`config.mk`:
```
export PLATFORM = sky130hd
export DESIGN_NAME = pipe_skid_reg_flat
export DESIGN_NICKNAME = d
export VERILOG_FILES = /design/src/rtl/pipe_skid_reg_pkg.sv /design/src/rtl/pipe_skid_reg_if.sv /design/src/rtl/pipe_skid_reg_sat_cnt.sv /design/src/rtl/pipe_skid_reg.sv /design/src/flat_wrapper.sv
export SDC_FILE = /design/constraint.sdc
export NUM_CORES = 1
export LEC_CHECK = 0
export BUFFER_PORTS_ARGS = -buffer_cell sky130_fd_sc_hd__buf_2
export CAP_MARGIN = 10
export CORE_MARGIN = 4
export CORE_UTILIZATION = 44
export DETAILED_ROUTE_END_ITERATION = 16
export MAX_ROUTING_LAYER = met4
export PLACE_DENSITY = 0.73
export SYNTH_ARGS = -nofsm -noshare
export SYNTH_HDL_FRONTEND = slang
export SYNTH_SLANG_ARGS = --single-unit
```
`constraint.sdc`:
```
create_clock -name clk -period 1.7 [get_ports clk]
set_input_delay 0.17 -clock clk [delete_from_list [all_inputs] [get_ports clk]]
set_output_delay 0.17 -clock clk [all_outputs]
set_load 0.1 [all_outputs]
```
`src/rtl/pipe_skid_reg_pkg.sv`:
```
// ============================================================================
// Module      : pipe_pkg
// Description : Shared constants and state encoding for the pipeline skid
//               register and its helpers.
// Revision    : 1.0 - initial release
// ============================================================================
`default_nettype none
`timescale 1ns/1ps

package pipe_pkg;

    localparam int unsigned WIDTH_DEF = 32;
    localparam int unsigned CNT_W_DEF = 32;

    // Encoding is {out_valid, skid_valid}; 2'b01 cannot occur.
    typedef enum logic [1:0] {
        ST_EMPTY = 2'b00,
        ST_FULL1 = 2'b10,
        ST_FULL2 = 2'b11
    } state_e;

endpackage : pipe_pkg

`default_nettype wire

```
`src/rtl/pipe_skid_reg_if.sv`:
```
// ============================================================================
// Module      : pipe_skid_reg_if
// Description : Upstream/downstream handshake bundle of the skid register.
//               master drives the block's inputs, slave is the block itself.
// Revision    : 1.0 - initial release
// ============================================================================
`default_nettype none
`timescale 1ns/1ps

interface pipe_skid_reg_if
    import pipe_pkg::*;
#(
    parameter int unsigned WIDTH = WIDTH_DEF
) ();

    logic             in_valid;
    logic             in_ready;
    logic [WIDTH-1:0] in_data;
    logic             out_valid;
    logic             out_ready;
    logic [WIDTH-1:0] out_data;
    logic             flush;

    modport master (
        output in_valid, in_data, out_ready, flush,
        input  in_ready, out_valid, out_data
    );

    modport slave (
        input  in_valid, in_data, out_ready, flush,
        output in_ready, out_valid, out_data
    );

endinterface : pipe_skid_reg_if

`default_nettype wire

```
`src/rtl/pipe_skid_reg_sat_cnt.sv`:
```
// ============================================================================
// Module      : pipe_sat_cnt
// Description : Up counter with enable that sticks at all-ones; cleared only
//               by the asynchronous active-low reset.
// Revision    : 1.0 - initial release
// ============================================================================
`default_nettype none
`timescale 1ns/1ps

module pipe_sat_cnt
    import pipe_pkg::*;
#(
    parameter int unsigned W = CNT_W_DEF
) (
    input  wire logic         clk,
    input  wire logic         rst_n,
    input  wire logic         en_i,
    output logic [W-1:0]      cnt_o
);

    logic [W-1:0] cnt_q;
    logic [W-1:0] cnt_d;

    always_comb begin
        cnt_d = cnt_q;
        if (en_i && (cnt_q != '1)) begin
            cnt_d = cnt_q + W'(1);
        end
    end

    always_ff @(posedge clk or negedge rst_n) begin
        if (!rst_n) begin
            cnt_q <= '0;
        end else begin
            cnt_q <= cnt_d;
        end
    end

    assign cnt_o = cnt_q;

endmodule : pipe_sat_cnt

`default_nettype wire

```
`src/rtl/pipe_skid_reg.sv`:
```
// ============================================================================
// Module      : pipe_skid_reg
// Description : Inter-stage register with valid/ready, 2-entry skid and
//               flush. Optional stall counter enabled by PIPE_STALL_CNT_EN.
// Revision    : 1.0 - initial release
// ============================================================================
`default_nettype none
`timescale 1ns/1ps

module pipe_skid_reg
    import pipe_pkg::*;
#(
    parameter int unsigned     WIDTH     = WIDTH_DEF,
    parameter logic [WIDTH-1:0] RESET_VAL = '0,
    parameter int unsigned     CNT_W     = CNT_W_DEF
) (
    input  wire logic             clk,
    input  wire logic             rst_n,
    pipe_skid_reg_if.slave        pipe,
    output logic [CNT_W-1:0]      stall_cnt
);

    state_e           state_q, state_d;
    logic [WIDTH-1:0] out_data_q, out_data_d;
    logic [WIDTH-1:0] skid_data_q, skid_data_d;
    logic             in_ready_q, in_ready_d;
    logic             accept;
    logic             consume;

    assign accept  = pipe.in_valid & in_ready_q;
    assign consume = state_q[1] & pipe.out_ready;

    always_comb begin
        state_d     = state_q;
        out_data_d  = out_data_q;
        skid_data_d = skid_data_q;

        // Flush wins outright: nothing is loaded, data registers keep contents.
        if (pipe.flush) begin
            state_d = ST_EMPTY;
        end else begin
            case (state_q)
                ST_EMPTY: begin
                    if (accept) begin
                        out_data_d = pipe.in_data;
                        state_d    = ST_FULL1;
                    end
                end
                ST_FULL1: begin
                    if (accept && consume) begin
                        out_data_d = pipe.in_data;
                    end else if (accept) begin
                        skid_data_d = pipe.in_data;
                        state_d     = ST_FULL2;
                    end else if (consume) begin
                        state_d = ST_EMPTY;
                    end
                end
                ST_FULL2: begin
                    if (consume) begin
                        out_data_d = skid_data_q;
                        state_d    = ST_FULL1;
                    end
                end
                default: begin
                    state_d = ST_EMPTY;
                end
            endcase
        end

        in_ready_d = ~state_d[0];
    end

    always_ff @(posedge clk or negedge rst_n) begin
        if (!rst_n) begin
            state_q     <= ST_EMPTY;
            out_data_q  <= RESET_VAL;
            skid_data_q <= RESET_VAL;
            in_ready_q  <= 1'b1;
        end else begin
            state_q     <= state_d;
            out_data_q  <= out_data_d;
            skid_data_q <= skid_data_d;
            in_ready_q  <= in_ready_d;
        end
    end

    assign pipe.out_valid = state_q[1];
    assign pipe.out_data  = out_data_q;
    assign pipe.in_ready  = in_ready_q;

`ifdef PIPE_STALL_CNT_EN
    pipe_sat_cnt #(
        .W (CNT_W)
    ) u_stall_cnt (
        .clk   (clk),
        .rst_n (rst_n),
        .en_i  (pipe.in_valid & ~in_ready_q),
        .cnt_o (stall_cnt)
    );
`else
    assign stall_cnt = '0;
`endif

endmodule : pipe_skid_reg

`default_nettype wire

```
`src/flat_wrapper.sv`:
```
// flat-port wrapper written by rule: the top's interface ports become plain ports
module pipe_skid_reg_flat import pipe_pkg::*;
#(
    parameter int unsigned     WIDTH     = WIDTH_DEF,
    parameter logic [WIDTH-1:0] RESET_VAL = '0,
    parameter int unsigned     CNT_W     = CNT_W_DEF
)
  (clk, rst_n, stall_cnt, pipe_in_valid, pipe_in_data, pipe_out_ready, pipe_flush, pipe_in_ready, pipe_out_valid, pipe_out_data);
  pipe_skid_reg_if #(.WIDTH(WIDTH)) pipe_i ();
  input  wire logic clk;
  input  wire logic rst_n;
  output logic [CNT_W-1:0] stall_cnt;
  input wire logic [$bits(pipe_i.in_valid)-1:0] pipe_in_valid;
  input wire logic [$bits(pipe_i.in_data)-1:0] pipe_in_data;
  input wire logic [$bits(pipe_i.out_ready)-1:0] pipe_out_ready;
  input wire logic [$bits(pipe_i.flush)-1:0] pipe_flush;
  output wire logic [$bits(pipe_i.in_ready)-1:0] pipe_in_ready;
  output wire logic [$bits(pipe_i.out_valid)-1:0] pipe_out_valid;
  output wire logic [$bits(pipe_i.out_data)-1:0] pipe_out_data;
  assign pipe_i.in_valid = pipe_in_valid;
  assign pipe_i.in_data = pipe_in_data;
  assign pipe_i.out_ready = pipe_out_ready;
  assign pipe_i.flush = pipe_flush;
  assign pipe_in_ready = pipe_i.in_ready;
  assign pipe_out_valid = pipe_i.out_valid;
  assign pipe_out_data = pipe_i.out_data;
  pipe_skid_reg #(.WIDTH(WIDTH), .RESET_VAL(RESET_VAL), .CNT_W(CNT_W)) u_core (.clk(clk), .rst_n(rst_n), .pipe(pipe_i), .stall_cnt(stall_cnt));
endmodule
```
==> results.yml <==
logic_synthesis:
  synthCells: 217
  synthArstFlopShare_pct: 100
  synthesis.yosys.warnings: 0
  yosysTopAreaCell: "dfrtp_1"
  avgSynthCellArea_sq_um: 15.3
  yosys-top-cells-count: "66 x dfrtp_1, 66 x mux2_2, 32 x buf_4"
  synth.ff_latch_count: 67
  synth_enable_flop_cells: 0
  syn-cell-area_sq_um: 3320
  yosysSeqAreaShare_pct: 50.6
  synth_cell_types: 19
  yosysTopAreaCellShare_pct: 49.8
  ys_top_cells_by_area: "dfrtp_1 50%, mux2_2 22%, mux2_4 14%"
  ys.flop_type: "dfrtp_1"
sta:
  fin_setup_tns_ns: -7.20
  max_freq_mhz: 532
  period_share_pct: 111
  worst_slack_ns: -0.180
  hold_violations: 0
  setup_viol: 61
  finalCriticalPeriod_ns: 1.88
  rsz0062_at_grt: "yes"
  final_max_slew_viol_count: 0
  skew_ns: 0.00962
  hold_ws_ns: 0.0619
setup_path:
  slowest_stage: "dfstp_4"
  worstPathRequired_ns: 1.91
  crit_path_end_kind: "register"
  worstSetupPathType: "reg2reg"
  max_stage_delay_ns: 0.64
  arrival_ns: 2.09
  crit_path_cell_trace: "nand3b_4, or4b_4, buf_12, mux2_4"
  startpoint_type: "register"
  critPathMaxFanout: 18
final_layout:
  multi_input_area_sq_um: 1440
  final_net_count: 339
  fillers: 638
  layout-drive-gt1-share_pct: 65.7
  areaGrowthSynthToFinish_pct: 21.0
  ff_latch_area_sq_um: 1680
  antenna_cells: 0
run_status:
  violations: "negative setup slack"
  status: "finished with violations"
power:
  irDropWorstVdd_mv: 0.700
  p_per_area_nw_per_um2: 1430
  cellLeakagePower_nw: 2.01
  power_mw: 5.73
global_route:
  antenna_found_initial: 0
  grt.overflow.total: 0
  first_global_vias: 1903
  grt_usage_pct: 14.8
  grt_pass1_wl_um: 9600
  grt_max_degree: 68
routing:
  ant_nets: 0
  drt-initial-drc-count: 39
  post-route-drc-count: 0
  post_drt_wl_per_cell_um: 15.3
  vias: 1885
  vias_per_cell: 4.65
  dr.pass1.iters: 3
  wirelength_um: 6190
cts:
  cts_tree: "yes"
  clock_path_buffers: 2
  clk_latency_ns: 0.33
  cts_buffers: 9
  path_clk_slew_ns: 0.07
  cts-root-buf: "clkbuf_8"
  cts_sinks: 67
  htree_levels: 3
placed_design:
  portBuffers: 70
  post-dp-hpwl_um: 3910
  routabilityCongestion: 0.679
job:
  cap_violations: 0
worst_hold_path:
  hp-class: "in2reg"
floorplan:
  initial_core_util_pct: 45.5
  die_area_sq_um: 8990
  pin_count: 103
  die_h_um: 94.8
  core.rowCount: 31
  die_w_um: 94.8
  core_sq_um: 7290
-- state kept, by name, indices dropped and copies added, names as in the netlist --
name,count
u_core.pipe.out_data,32
u_core.pipe.in_ready,1
u_core.skid_data_q,32
u_core.state_q,2
-- placed cells by master, fill, tap and decap left out --
master,Yosys,layout
or4b_4,1,1
buf_2,3,70
dfrtp_2,0,1
mux2_4,30,36
buf_6,1,5
dfrtp_1,66,65
inv_1,2,2
a21oi_1,2,1
mux2_2,66,60
buf_12,3,5
nand2_1,1,1
dlygate4sd3_1,0,1
a21oi_2,0,1
clkinv_2,0,2
nand3b_4,1,1
a2111oi_4,1,1
o21ai_0,1,1
clkbuf_8,0,12
conb_1,1,32
clkbuf_1,3,1
clkbuf_16,0,1
dfstp_4,0,1
nor2b_1,1,1
or4b_2,1,1
buf_4,32,2
buf_16,0,1
-- metal layers --
metal,GRT usage (%),part of all wire (%),up-vias
li1,-,-,863
met1,18.4,45,944
met2,22.0,47,65
met3,4.46,6.2,13
met4,6.85,2.1,0
met5,-,0,-
-- cell type report --
type / instances / area share [%]
clock buffers: 13 / 4.21
clock inverters: 2 / 0.249
inverters: 2 / 0.187
flip-flops and latches: 67 / 41.9
repair buffers: 85 / 14.6
well taps: 99 / 3.09
multi-input cells: 137 / 35.8
-- worst max-delay path, delay by kind of cell, from the launching register on --
family / cells / cell delay (ns)
and+or+nand+nor: 2 / 0.61
muxes: 1 / 0.30
DFF: 1 / 0.64
buffers and inverters: 1 / 0.19
-- cells by family (layout without fill, tap and decap cells) --
kind of cell	Yosys count	count (layout)	share of synthesized area [%]
multiplexers	96	96	36.0
flip-flops	67	67	50.6
buffers and inverters	44	102	10.4
AND/OR/NAND/NOR	5	5	1.62
AO/OA/AOI/OAI	4	4	1.28
other	1	32	0.113
-- metrics by stage --
stage                     setup slack, ns  cell area [sq um]  cells  util [%]
after floorplan                    -0.361               3450    248         -
after global placement             -0.138               3680    383      50.5
after detailed placement           -0.166               3680    383      50.5
after CTS                          -0.172               3940    403      54.1
after global routing               -0.207               4010    405      55.0
final                              -0.180               4010    405      55.0
-- power breakdown --
group	switching [mW]	internal, mW	leakage (nW)
registers	0.188	1.96	0.804
logic	1.75	0.622	1.11
clock network	0.574	0.637	0.0953
total	2.51	3.22	2.01
-- repair_timing --
item                                    in CTS  in global routing
hold endpoints to repair                    66                  0
resized for setup                            5                  9
pin swaps                                    0                  0
cloned                                       2                  1
hold buffers                                 1                  0
endpoints found under the setup margin      64                 64
buffers inserted                             2                  1
-- path summary, 6_finish.rpt --
kind	startpoint	endpoint	slack (ns)	depth (start not counted)
max reg2reg	u_core.pipe.in_ready	u_core.skid_data_q[5]	-0.18	4
max	u_core.pipe.in_ready	u_core.skid_data_q[5]	-0.18	4
min in group asynchronous	rst_n	u_core.pipe.out_data[22]	0.40	3
min	pipe_flush	u_core.state_q[1]	0.06	2
max in group asynchronous	rst_n	u_core.pipe.in_ready	0.95	3
min reg2reg	u_core.pipe.out_data[5]	u_core.pipe.out_data[5]	0.50	1
No activity file was read; power rests on OpenSTA's default activity.
